`src/rtl/fifo_wr_arbiter_pkg.sv`:
```
// Shared types and defaults for the FIFO write-side arbiter and its future read-side sibling.
package fifo_wr_arbiter_pkg;

    localparam int DSIZE_DEF     = 8;
    localparam int NREQ_DEF      = 4;
    localparam int MAX_BURST_DEF = 4;

    typedef enum logic {
        IDLE  = 1'b0,
        BURST = 1'b1
    } arb_state_e;

endpackage

```
`src/rtl/fifo_wr_arbiter_if.sv`:
```
// Producer-side valid/ready bundle plus the FIFO write port, shared by arbiter and its environment.
interface fifo_wr_arbiter_if #(
    parameter int NREQ  = 4,
    parameter int DSIZE = 8
);
    logic [NREQ-1:0]       req_valid;
    logic [NREQ-1:0]       req_last;
    logic [NREQ*DSIZE-1:0] req_data;
    logic [NREQ-1:0]       req_ready;
    logic                  winc;
    logic [DSIZE-1:0]      wdata;
    logic                  wfull;

    // Environment side: producers and the FIFO full flag.
    modport master (
        output req_valid, req_last, req_data, wfull,
        input  req_ready, winc, wdata
    );

    // Arbiter side.
    modport slave (
        input  req_valid, req_last, req_data, wfull,
        output req_ready, winc, wdata
    );
endinterface

```
`src/rtl/fifo_wr_arbiter_rr_arbiter.sv`:
```
// Combinational round-robin pick: first set req bit after last_ptr, wrapping modulo NREQ.
module rr_arbiter #(
    parameter  int NREQ = 4,
    localparam int IW   = $clog2(NREQ)
) (
    input  logic [NREQ-1:0] req,
    input  logic [IW-1:0]   last_ptr,
    output logic [IW-1:0]   gnt_idx,
    output logic            gnt_any
);
    int j;

    // Walk offsets from farthest to nearest so the nearest valid one wins.
    always_comb begin
        gnt_idx = '0;
        gnt_any = 1'b0;
        j       = 0;
        for (int k = NREQ; k >= 1; k--) begin
            j = int'(last_ptr) + k;
            if (j >= NREQ) j = j - NREQ;
            if (req[IW'(j)]) begin
                gnt_idx = IW'(j);
                gnt_any = 1'b1;
            end
        end
    end
endmodule

```
`src/rtl/fifo_wr_arbiter.sv`:
```
// Round-robin burst arbiter sharing one async-FIFO write port between NREQ valid/ready producers.
module fifo_wr_arbiter
    import fifo_wr_arbiter_pkg::*;
#(
    parameter  int DSIZE     = DSIZE_DEF,
    parameter  int NREQ      = NREQ_DEF,
    parameter  int MAX_BURST = MAX_BURST_DEF,
    localparam int IW        = $clog2(NREQ),
    localparam int CW        = $clog2(MAX_BURST + 1)
) (
    input  logic              wclk,
    input  logic              wrst,
    fifo_wr_arbiter_if.slave  bus,
    output logic [IW-1:0]     gnt_id,
    output logic              busy
);
    arb_state_e    state_q, state_d;
    logic [IW-1:0] last_q;
    logic [CW-1:0] cnt_q;
    logic [IW-1:0] pick_idx;
    logic          pick_any;
    logic          xfer;
    logic          rel;

    rr_arbiter #(.NREQ(NREQ)) u_rr (
        .req      (bus.req_valid),
        .last_ptr (last_q),
        .gnt_idx  (pick_idx),
        .gnt_any  (pick_any)
    );

    // Gated by wrst so nothing reaches the FIFO while reset is being applied.
    assign xfer = (state_q == BURST) && !wrst && bus.req_valid[gnt_id] && !bus.wfull;

    always_ff @(posedge wclk) begin
        if (wrst) begin
            state_q <= IDLE;
            gnt_id  <= '0;
            last_q  <= IW'(NREQ - 1);
            cnt_q   <= '0;
        end else begin
            state_q <= state_d;
            if (state_q == IDLE && pick_any) begin
                gnt_id <= pick_idx;
                cnt_q  <= '0;
            end
            if (xfer) cnt_q <= cnt_q + 1'b1;
            if (rel)  last_q <= gnt_id;
        end
    end

    // A stall on wfull is not a release; only last word, burst limit or dropped valid end the grant.
    always_comb begin
        state_d = state_q;
        rel     = 1'b0;
        unique case (state_q)
            IDLE:  if (pick_any) state_d = BURST;
            BURST: begin
                if (!bus.req_valid[gnt_id] ||
                    (xfer && (bus.req_last[gnt_id] || cnt_q == CW'(MAX_BURST - 1)))) begin
                    state_d = IDLE;
                    rel     = 1'b1;
                end
            end
        endcase
    end

    always_comb begin
        bus.req_ready = '0;
        bus.winc      = 1'b0;
        bus.wdata     = '0;
        busy          = (state_q == BURST);
        if (xfer) begin
            bus.req_ready[gnt_id] = 1'b1;
            bus.winc              = 1'b1;
            bus.wdata             = bus.req_data[gnt_id*DSIZE +: DSIZE];
        end
    end
endmodule
```
`src/flat_wrapper.sv`:
```
// flat-port wrapper written by rule: the top's interface ports become plain ports
module fifo_wr_arbiter_flat import fifo_wr_arbiter_pkg::*;
#(
    parameter  int DSIZE     = DSIZE_DEF,
    parameter  int NREQ      = NREQ_DEF,
    parameter  int MAX_BURST = MAX_BURST_DEF,
    localparam int IW        = $clog2(NREQ),
    localparam int CW        = $clog2(MAX_BURST + 1)
)
  (wclk, wrst, gnt_id, busy, bus_req_valid, bus_req_last, bus_req_data, bus_wfull, bus_req_ready, bus_winc, bus_wdata);
  fifo_wr_arbiter_if #(.NREQ(NREQ), .DSIZE(DSIZE)) bus_i ();
  input  logic wclk;
  input  logic wrst;
  output logic [IW-1:0] gnt_id;
  output logic busy;
  input wire logic [$bits(bus_i.req_valid)-1:0] bus_req_valid;
  input wire logic [$bits(bus_i.req_last)-1:0] bus_req_last;
  input wire logic [$bits(bus_i.req_data)-1:0] bus_req_data;
  input wire logic [$bits(bus_i.wfull)-1:0] bus_wfull;
  output wire logic [$bits(bus_i.req_ready)-1:0] bus_req_ready;
  output wire logic [$bits(bus_i.winc)-1:0] bus_winc;
  output wire logic [$bits(bus_i.wdata)-1:0] bus_wdata;
  assign bus_i.req_valid = bus_req_valid;
  assign bus_i.req_last = bus_req_last;
  assign bus_i.req_data = bus_req_data;
  assign bus_i.wfull = bus_wfull;
  assign bus_req_ready = bus_i.req_ready;
  assign bus_winc = bus_i.winc;
  assign bus_wdata = bus_i.wdata;
  fifo_wr_arbiter #(.DSIZE(DSIZE), .NREQ(NREQ), .MAX_BURST(MAX_BURST)) u_core (.wclk(wclk), .wrst(wrst), .bus(bus_i), .gnt_id(gnt_id), .busy(busy));
endmodule
```
`config.mk`:
```
export PLATFORM = sky130hd
export DESIGN_NAME = fifo_wr_arbiter_flat
export DESIGN_NICKNAME = d
export VERILOG_FILES = /design/src/rtl/fifo_wr_arbiter_pkg.sv /design/src/rtl/fifo_wr_arbiter_if.sv /design/src/rtl/fifo_wr_arbiter_rr_arbiter.sv /design/src/rtl/fifo_wr_arbiter.sv /design/src/flat_wrapper.sv
export SDC_FILE = /design/constraint.sdc
export NUM_CORES = 1
export LEC_CHECK = 0
export CORE_MARGIN = 1.5
export CORE_UTILIZATION = 34
export DETAILED_ROUTE_END_ITERATION = 8
export PLACE_DENSITY = 0.83
export SLEW_MARGIN = 20
export SYNTH_ARGS = -nofsm -noshare
export SYNTH_HDL_FRONTEND = slang
export SYNTH_SLANG_ARGS = --single-unit
```
`constraint.sdc`:
```
create_clock -name wclk -period 2.2 [get_ports wclk]
set_clock_uncertainty 0.15 [all_clocks]
set_input_delay 0.44 -clock wclk [delete_from_list [all_inputs] [get_ports wclk]]
set_output_delay 0.44 -clock wclk [all_outputs]
set_load 0.05 [all_outputs]
```
==> key figures <==
Placed design
  • Post-DP Area: 1647 um^2
  • GPL Wtd Cong: 0.8336
  • DPL Wire Length: 2428 um
  • DP Worst Slack: -0.4092 ns
  • Count of input and output buffers: 58

Timing
  • Fin crit period: 2.355 ns
  • Final hold viol count: 0
  • Setup TNS Final: -1.486 ns
  • Fmax: 0.4246 GHz
  • Relative slew slack: 0.7695
  • Setup ws final: -0.1550 ns
  • Max-slew violations: 0
  • Fin crit share: 1.070
  • Worst Tran Pin Value: 0.3425 ns
  • Final setup viols: 13
  • RSZ-0062 raised after global routing: yes

Routing
  • Remaining antenna violation count after routing: 0
  • Via/cell ratio: 5.388
  • Final wirelength: 3371 um
  • Via count: 1013
  • Routed len/inst: 17.93 um
  • DRT iter0 DRCs: 18
  • Drt drc: 0
  • Detailed Routing Iterations Pass 1: 4

Global routing
  • GRT Util Overall: 0.2422
  • Gr busiest metal: met2
  • Initial antenna violation count: 0
  • Largest net degree at the start of global routing: 14
  • First-pass GRT wire length: 4616 um
  • Met2 GRT Util: 0.4658
  • M3 GR Usage: 0.08046
  • Met1 global-route usage: 0.2568
  • Total gr overflow: 0
  • Vias in the first global route: 974

Pwr
  • Maximum VDD drop: 409.9 uV
  • Leak pwr: 0.7094 nW
  • Power, Total: 698.6 uW
  • Power Density: 396.3 nW/um^2

Critical path
  • Max FO, Critical Path: 6
  • Kind of critical path: in -> out
  • Crit path arrival time: 1.76 ns
  • Worst path slowest cell: mux4_2
  • Buffers & Inverters on Critical Path: 3
  • Crit path required time: 1.61 ns
  • CP max stage delay: 0.50 ns
  • Family with the most delay on the worst path: buffers and inverters
  • CP endpoint kind: output port
  • CP Cell Sequence: clkdlybuf4s15_2, mux4_2, nand3_4, clkinvlp_4, and2_4, buf_12
  • CP startpoint kind: primary input

Yosys
  • Syn_nets: 131
  • Post-Synthesis Cells: 86
  • EDFF count, synth: 0
  • Mapped cell area: 800.8 um^2
  • Part of the Yosys area used for sequential elements: 0.2000
  • Post-synthesis async set-or-reset flop share: 0
  • Primary FF master, synth: dfxtp_1
  • Yosys cell types: 31
  • Synth Register Bits: 8
  • Syn. warnings: 0
  • Post-synthesis area per instance: 9.311 um^2

Floorplanning
  • Die X-Extent: 51.53 um
  • Chip height: 51.53 um
  • # rows: 17
  • Starting Density: 0.3620
  • Die footprint: 2655 um^2
  • IO Pins: 59
  • Core Area: 2212 um^2

Cells and area
  • Final design area excluding fillers: 1763 um^2
  • Most frequent cells in the layout: 36 x clkdlybuf4s50_1, 18 x buf_4, 13 x buf_12
  • Final Util: 0.7969
  • Area growth syn-to-layout: 120.2%
  • Fillers: 148
  • Footprint of the multi-input gates: 643.1 um^2
  • Antenna diodes: 0
  • Commonest non-fill, non-tap cell in the layout: clkdlybuf4s50_1
  • Sequential cell area: 167.7 um^2
  • Fraction of layout cells with a size suffix above 1: 0.4125
  • Final Net Count: 206

Clock tree
  • CTS Buffer Depth: 2
  • Root buf cell: clkbuf_4
  • Clock sinks: 8
  • CTS H-Tree Depth: 1
  • Worst-path clk slew: 0.06 ns
  • CTS buffer count: 3
  • Worst-skew pair later-pin latency: 0.27 ns
  • CTS tree: yes

Outcome
  • Failing checks: negative setup slack
  • Status: finished, violations left

Job
  • Max Cap Violations: 0

Worst hold path
  • HP Class: reg -> reg
==> layer usage <==
| metal | wire [um] | vias to the layer above | part of all wire |
|---|---|---|---|
| met5 | 0 | - | 0 |
| met4 | 5 | 0 | 0.0015 |
| met3 | 349 | 2 | 0.10 |
| met2 | 1752 | 68 | 0.52 |
| met1 | 1264 | 477 | 0.37 |
| li1 | - | 466 | - |
==> final cells by class <==
class / instances / area share
Timing Repair Buffer: 75 / 0.4847
Multi-Input combinational cell: 65 / 0.3648
Sequential cell: 8 / 0.09510
Tap cell: 28 / 0.01987
Inverter: 7 / 0.01632
Clock buffer: 4 / 0.01490
Timing Repair inverter: 1 / 0.004258
==> kinds of logic after synthesis <==
group                      share of synthesized area
and+or+nand+nor                               0.2281
AOI/OAI and AO/OA                             0.1391
adders and majority gates                    0.03125
muxes                                         0.3281
buffers and inverters                        0.07343
DFF                                           0.2000
==> sequential cells by signal (all words and copies together), names as in the netlist <==
register,cells
u_core.last_q,2
u_core.gnt_id,2
u_core.busy,1
u_core.cnt_q,3
==> where the power goes <==
part,internal [mW],switching (mW),total [mW],leakage (nW)
clock network,0.0701,0.0605,0.131,0.0150
registers,0.159,0.0253,0.184,0.0670
logic,0.222,0.162,0.384,0.627
total,0.451,0.247,0.699,0.709
==> timing repair <==
| item | CTS | global route |
|---|---|---|
| setup endpoints to repair | 13 | 13 |
| hold buffers | 0 | 0 |
| buffers inserted | 4 | 0 |
| cloned | 1 | 1 |
| resized for setup | 24 | 1 |
| pin swaps | 4 | 3 |
==> worst paths after layout <==
kind                    startpoint          endpoint  slack [ns]  cells past startpoint
hold / removal     u_core.cnt_q[2]   u_core.cnt_q[2]        0.34                      2
setup reg to reg  u_core.gnt_id[0]  u_core.last_q[1]        0.25                      7
setup / recovery  bus_req_valid[1]      bus_wdata[1]       -0.15                      6
hold reg to reg    u_core.cnt_q[2]   u_core.cnt_q[2]        0.34                      2
==> worst min-delay path, cell delays in order (launching register included) <==
cell and delay [ns]:
dfxtp_1 0.32, nand3_1 0.06, a21oi_1 0.06
==> stage by stage <==
stage,instances,hold WS (ns)
after global routing,188,0.3842
after detailed placement,179,0.3157
final,188,0.3356
after global placement,179,0.3052
after floorplan,86,0.2979
after CTS,188,0.3300
==> cells in the mapped netlist, drive strengths merged (2+ instances only) <==
| cell type | number | share of area |
|---|---|---|
| and2 | 9 | 0.070 |
| mux4 | 9 | 0.27 |
| a21oi | 8 | 0.050 |
| dfxtp | 8 | 0.20 |
| inv | 7 | 0.033 |
| nor2 | 7 | 0.033 |
| buf | 4 | 0.031 |
| nand2 | 4 | 0.019 |
| nand3 | 4 | 0.025 |
| mux2i | 3 | 0.038 |
| nand2b | 3 | 0.023 |
| and3 | 2 | 0.016 |
| clkbuf | 2 | 0.0094 |
| ha | 2 | 0.031 |
| nor3 | 2 | 0.013 |
No activity file was read; power rests on OpenSTA's default activity.
